--- src/rtl/dcache_responder.sv ---
// Direct-mapped, one-word-line, write-through, no-write-allocate data cache
// between the MEM stage hold-until-resp port and the physical-memory port.
module dcache_responder #(
    parameter int S_INDEX = 3
) (
    input  logic        clk,
    input  logic        reset,
    input  logic        read_b,
    input  logic        write,
    input  logic [3:0]  wmask,
    input  logic [31:0] address_b,
    input  logic [31:0] wdata,
    output logic        resp_b,
    output logic [31:0] rdata_b,
    output logic        pmem_read,
    output logic        pmem_write,
    output logic [31:0] pmem_address,
    output logic [31:0] pmem_wdata,
    output logic [3:0]  pmem_wmask,
    input  logic [31:0] pmem_rdata,
    input  logic        pmem_resp
);
    localparam int N  = 1 << S_INDEX;
    localparam int TW = 30 - S_INDEX;

    typedef enum logic [1:0] {IDLE, FETCH, WRITE_MEM} state_t;

    state_t state, state_nxt;

    logic [N-1:0]       valid;
    logic [TW-1:0]      tag_q  [N];
    logic [31:0]        data_q [N];

    logic [S_INDEX-1:0] idx;
    logic [TW-1:0]      tag_in;
    logic               hit;
    logic               fill_en;
    logic               wr_hit_en;
    logic               addr_unused;

    assign idx         = address_b[S_INDEX+1:2];
    assign tag_in      = address_b[31:S_INDEX+2];
    assign hit         = valid[idx] && (tag_q[idx] == tag_in);
    assign addr_unused = ^address_b[1:0];

    assign fill_en   = (state == FETCH) && pmem_resp;
    assign wr_hit_en = (state == WRITE_MEM) && pmem_resp && hit;

    always_ff @(posedge clk or negedge reset) begin
        if (!reset) state <= IDLE;
        else        state <= state_nxt;
    end

    always_comb begin
        state_nxt = state;
        case (state)
            IDLE: begin
                if (write)                state_nxt = WRITE_MEM;
                else if (read_b && !hit)  state_nxt = FETCH;
            end
            FETCH:     if (pmem_resp) state_nxt = IDLE;
            WRITE_MEM: if (pmem_resp) state_nxt = IDLE;
            default:   state_nxt = IDLE;
        endcase
    end

    always_comb begin
        resp_b       = 1'b0;
        rdata_b      = '0;
        pmem_read    = 1'b0;
        pmem_write   = 1'b0;
        pmem_address = '0;
        pmem_wdata   = '0;
        pmem_wmask   = '0;
        case (state)
            IDLE: begin
                // Read hits answer in the request cycle so the MEM stage never stalls on them
                if (read_b && !write && hit) begin
                    resp_b  = 1'b1;
                    rdata_b = data_q[idx];
                end
            end
            FETCH: begin
                pmem_read    = 1'b1;
                pmem_address = {address_b[31:2], 2'b00};
            end
            WRITE_MEM: begin
                pmem_write   = 1'b1;
                pmem_address = {address_b[31:2], 2'b00};
                pmem_wdata   = wdata;
                pmem_wmask   = wmask;
                resp_b       = pmem_resp;
            end
            default: ;
        endcase
    end

    always_ff @(posedge clk or negedge reset) begin
        if (!reset)       valid      <= '0;
        else if (fill_en) valid[idx] <= 1'b1;
    end

    // Tag/data carry no reset; valid alone guards them
    always_ff @(posedge clk) begin
        if (fill_en) begin
            tag_q[idx]  <= tag_in;
            data_q[idx] <= pmem_rdata;
        end else if (wr_hit_en) begin
            for (int i = 0; i < 4; i++)
                if (wmask[i]) data_q[idx][8*i +: 8] <= wdata[8*i +: 8];
        end
    end
endmodule

--- config.mk ---
export PLATFORM = sky130hd
export DESIGN_NAME = dcache_responder
export DESIGN_NICKNAME = d
export VERILOG_FILES = /design/src/rtl/dcache_responder.sv
export SDC_FILE = /design/constraint.sdc
export NUM_CORES = 1
export LEC_CHECK = 0
export ABC_AREA = 1
export CELL_PAD_IN_SITES_DETAIL_PLACEMENT = 0
export CELL_PAD_IN_SITES_GLOBAL_PLACEMENT = 1
export CORE_ASPECT_RATIO = 2
export CORE_MARGIN = 2
export CORE_UTILIZATION = 47
export CTS_BUF_LIST = sky130_fd_sc_hd__clkbuf_4 sky130_fd_sc_hd__clkbuf_8
export CTS_CLUSTER_SIZE = 28
export DETAILED_ROUTE_END_ITERATION = 6
export GPL_TIMING_DRIVEN = 0
export PLACE_DENSITY_LB_ADDON = 0.1
export SLEW_MARGIN = 20
export SYNTH_ARGS = -nofsm -noshare
export SYNTH_HDL_FRONTEND = slang
export SYNTH_SLANG_ARGS = --single-unit
--- constraint.sdc ---
create_clock -name clk -period 3.35 [get_ports clk]
set_clock_uncertainty 0.05 [all_clocks]
set_input_delay 0.335 -clock clk [delete_from_list [all_inputs] [get_ports clk]]
set_output_delay 0.335 -clock clk [all_outputs]
set_load 0.02 [all_outputs]
Yosys cells after proc, flatten, opt, wreduce, memory -nomap -nowiden:

Memories as Yosys holds them, arrays and structs flattened.
Cells that the tools add are included.

* logic and storage cells: 68
* bits in registers: 10
* RAM bits: 472
* latch bits: 0
* bits in read-only memories: 0
* bits of input ports: 105
* output and inout port bits: 103
* memories kept: 2

Memories
* data_q: words 8, bits a word 32, read ports 1, clocked after Yosys merged registers in 0, write ports 1, RTL line 32 `logic [31:0] data_q [N];`
* tag_q: words 8, bits a word 27, read ports 1, clocked after Yosys merged registers in 0, write ports 1, RTL line 31 `logic [TW-1:0] tag_q [N];`

* reduce and logical (&&, ||, !) cells: 13
* shift operators: 0
* div/mod/pow operators: 0
* multipliers: 0
* $add $sub $neg: 0
* bitwise gates (word level): 5
* equal/unequal tests: 5
* mux-type cells: 39
* $lt $le $gt $ge: 2

Operator list (count)
* $mux 32: 4
* $mux 8: 4
* $eq 27x27->1: 1
* $mux 1: 23
* $logic_and 1x1->1: 8
* $or 8x8->8: 1
* $mux 2: 3
* $lt 3x4->1 const B: 1
* $mux 4: 1
* $or 1x1->1: 4
* $pmux 2 s2: 1
* $bmux 1 s3: 1
* $demux 1 s3: 1
* $ge 3x1->1 const B: 1
* $ne 3x3->1 const B: 1
* $eq 2x1->1 const B: 1
* $eq 2x2->1 const B: 1
* $logic_not 1->1: 2
* $logic_not 2->1: 1
* $ne 2x1->1 const B: 1
* $pmux 1 s2: 1
* $reduce_and 2->1: 1
* $reduce_or 2->1: 1

Logic depth before layout (Yosys ltp):

* word-level depth: 8
* gate-level depth with buffers: 20
* mapped depth without buffers: 17

Worst setup path before layout:

Ideal clock, no wire load.

* path type: input port to flip-flop
* start point: in address_b[2]
* end point: mem tag_q[6][0] (netlist bit) (enable)
* required time: 2.889 ns
* path buffers: 6
* path slack: 0.150 ns
* cell stages on the path: 9
* arrival: 2.739 ns
* path through: buf_4 buf_2 buf_2 nor2_1 inv_1 clkbuf_1 clkbuf_1 buf_1 nor2_1

RTL lines
* start, declared: RTL line 11 `input logic [31:0] address_b,`
* end, declared: RTL line 31

No word-level cell before the write port.

Final worst setup path:

* start point: mem tag_q[2][23] (netlist bit)
* end point: out rdata_b[11]

* cells in the longest elaborated chain, start to end: 6

Ends and longest elaborated chain
* $mem_v2 8x27
* $eq 27x27->1: RTL line 43 `assign hit = valid[idx] && (tag_q[idx] == tag_in);`
* $logic_and 1x1->1: RTL line 43
* $logic_and 1x1->1: RTL line 78 `if (read_b && !write && hit) begin`
* $mux 32: RTL line 78
* $mux 32: RTL line 75 `case (state)`
* end, declared: RTL line 14 `output logic [31:0] rdata_b,`

No other way between the ends.

==> flow_summary.toml <==
[sta]
max_freq_mhz = 294
hold_viol = 0
rsz0062_at_grt = "yes"
drv_slew = 0
setup_ws_ns = -0.0547
fin_crit_ns = 3.40
finalCritPeriodShare = 1.02
finalSetupViolations = 6
worstMarginPinSlew_ns = 0.943
slew_headroom = 0.371

[logic_synthesis]
ys_seq_elements = 482
synth-seq-area-share = 0.695
ys_types = 33
ys_warn_count = 0
post_synth.cell_area_avg_um2 = 11.0
syn_inst = 1882
syn_area_um2 = 20700

[worst_hold_path]
hold_end = "state[1]"
min_from = "write"
hold_path_class = "in -> reg"
holdPathStages = 3

[clock_tree]
ctsRootBufferMaster = "clkbuf_8"
path_clk_slew_ns = 0.07
clkLatencyLatePin_ns = 0.63
clock_sinks = 482
cts_tree = "yes"
ctsLongestPathBuffers = 3
cts_made_buffers = 66
htreeDepth = 3

[floorplanning]
boundaryPins = 208
dieArea_um2 = 45900
die_h_um = 301
num_rows = 108
coreArea_um2 = 43500
start_util = 0.477
chipWidth_um = 153

[finish]
synthToLayoutAreaGrowth_pct = 25.0
nNetsFinal = 2288
drive_above_1_share = 0.171
n_fill_cell = 3687
post-route-util = 0.596
fin_cells = 2779
multi_input_area_um2 = 5280
stdcell_area_um2 = 25900
regArea_um2 = 14400

[worst_setup_path]
crit_chain = "inv_1, nand2_1, nand3_1, nand2_1, o21bai_1, nand2_2, nor2_1, nand2_2, nor2_4, nand2_2, nor2_4, nand3_4, buf_12, buf_12, buf_12, nor2_4, buf_6"
critPathKind = "reg -> out"
reg2reg_slack_ns = 0.14
slowest_stage = "edfxtp_1"
timing.rr.start = "state[1]"
critPathMaxFanout = 4
critPathLaunchType = "flop"
arrival_ns = 3.02
crit_path_max_incr_delay_ns = 0.38
required_ns = 2.96
r2r_end = "tag_q[6][5]"
worstSetupEndpointType = "output port"
rr_worst_depth = 7

[detailed_routing]
ant_nets = 0
routedWlPerCell_um = 23.6
dr.pass1.iters = 5
drc = 0
viasPerCell = 5.36
drtIter0Drc = 934
totalWireLength_um = 65600
vias = 14883

[place]
gp_congestion = 0.883
io_buffers = 201
placed_area_um2 = 23700
dp_hpwl_um = 46800
dp_cells = 2643

[power]
cellLeakagePower_nw = 10.5
irDropWorstVdd_mv = 0.333
power_density_nw_per_um2 = 545

[global_route]
track_usage = 0.286
antenna_found_initial = 1
grt_pass1_wl_um = 95100
grt_pass1_vias = 15629
grt_overflow = 0
grt_max_degree = 20

[run_status]
status = "finished, violations left"
violations = "negative setup slack"

[run]
cap_violations = 0
[registers in the layout, indices dropped and copies added, names as in the netlist]
| signal | cells |
|---|---|
| state | 2 |
| data_q | 256 |
| valid | 8 |
| tag_q | 216 |
[per-layer routing]
layer,global-route usage,part of all wire,routed length (um)
met1,0.262,0.32,20800
met2,0.565,0.56,36800
met3,0.0443,0.045,2940
met4,0.197,0.076,5000
met5,0,0,0
[power breakdown]
| part | total (mW) | switching, mW | internal (mW) | leakage, nW |
|---|---|---|---|---|
| clock | 4.51 | 2.12 | 2.39 | 0.701 |
| sequential | 6.83 | 0.0453 | 6.79 | 4.36 |
| combinational | 2.80 | 1.79 | 1.00 | 5.47 |
[worst max-delay path by stage]
stage / start / to / slack [ns] / depth (start not counted)
final: tag_q[2][23] / rdata_b[11] / -0.05 / 17
after global routing: address_b[2] / rdata_b[10] / -0.17 / 20
after CTS: tag_q[5][26] / rdata_b[7] / -0.11 / 18
after detailed placement: address_b[3] / rdata_b[7] / -1.89 / 9
after global placement: address_b[3] / tag_q[6][6] / -2.51 / 8
after floorplan: address_b[2] / tag_q[6][0] / 0.15 / 9
[metrics by stage]
step	hold slack [ns]	TNS, ns	power [mW]	setup slack [ns]
floorplan	-0.0106	0	8.27	0.150
CTS	0.359	-1.16	14.2	-0.105
detailed placement	0.397	-792.84	9.67	-1.89
global placement	0.389	-1183.67	9.60	-2.51
finish	0.393	-0.190	14.1	-0.0547
global route	0.413	-3.13	14.6	-0.175
[synth_stat cells]
master	n	area (um2)
nand2_1	477	1790
edfxtp_1	472	14200
inv_1	282	1060
nor2_1	132	495
nand3_1	102	510
o22ai_1	82	513
clkbuf_1	41	154
nand4_1	39	244
a21oi_1	33	165
o221ai_1	31	272
or2_2	29	181
buf_2	28	140
nor3_1	25	125
o21ai_0	22	110
buf_4	15	113
o21bai_1	14	105
dfrtp_1	10	250
buf_1	9	33.8
or4_1	8	60.1
nand2_2	6	37.5
o211ai_1	6	45.0
ha_1	3	37.5
inv_2	3	11.3
nand3b_1	2	15.0
nor2_8	2	40.0
o21ai_1	2	10.0
a21boi_0	1	7.51
clkbuf_2	1	5.00
conb_1	1	3.75
nand3_2	1	10.0
nor2_2	1	6.26
nor2_4	1	11.3
or2_1	1	6.26
[repair_timing]
| action | CTS | global route |
|---|---|---|
| gates cloned | 2 | 1 |
| hold buffers | 1 | 0 |
| hold endpoints to repair | 10 | 0 |
| endpoints found under the setup margin | 622 | 70 |
| buffers inserted | 14 | 3 |
| pin swaps | 12 | 13 |
| gates resized for setup | 360 | 45 |
[layout make-up]
type,count,area share
tap,550,0.0265
buffer,93,0.0242
clock buffer,99,0.0470
multi-input combinational,1022,0.204
inverter,285,0.0414
clock inverter,17,0.00367
sequential,482,0.556
timing repair buffer,230,0.0970
antenna,1,0.0000965
[cells by family after synthesis]
logic type,synth area share
and+or+nand+nor,0.170
AOI/OAI and AO/OA,0.0592
buffers and inverters,0.0731
adders and majority gates,0.00181
other,0.000181
DFF,0.695
[layout by cell type, fill, tap and decap left out, drive strengths merged]
| master | instances |
|---|---|
| nand2 | 483 |
| edfxtp | 472 |
| inv | 285 |
| clkdlybuf4s50 | 167 |
| clkbuf | 143 |
| nor2 | 136 |
| buf | 109 |
| nand3 | 103 |
| o22ai | 82 |
| nand4 | 39 |
| a21oi | 33 |
| o221ai | 31 |
| or2 | 30 |
| nor3 | 25 |
| o21ai | 24 |
| clkinv | 16 |
| o21bai | 14 |
| dfrtp | 10 |
| or4 | 8 |
| o211ai | 6 |
| ha | 3 |
| nand3b | 2 |
| conb | 2 |
| clkdlybuf4s15 | 2 |
| diode | 1 |
| a21boi | 1 |
| bufinv | 1 |
| dlygate4sd3 | 1 |
[worst max-delay path: cells and delay by family (launching register included)]
kind,cells,cell delay (ns)
flops,1,0.38
compound gates,1,0.16
buf+inv,5,0.63
simple gates,11,1.22
No activity file was read; power rests on OpenSTA's default activity.
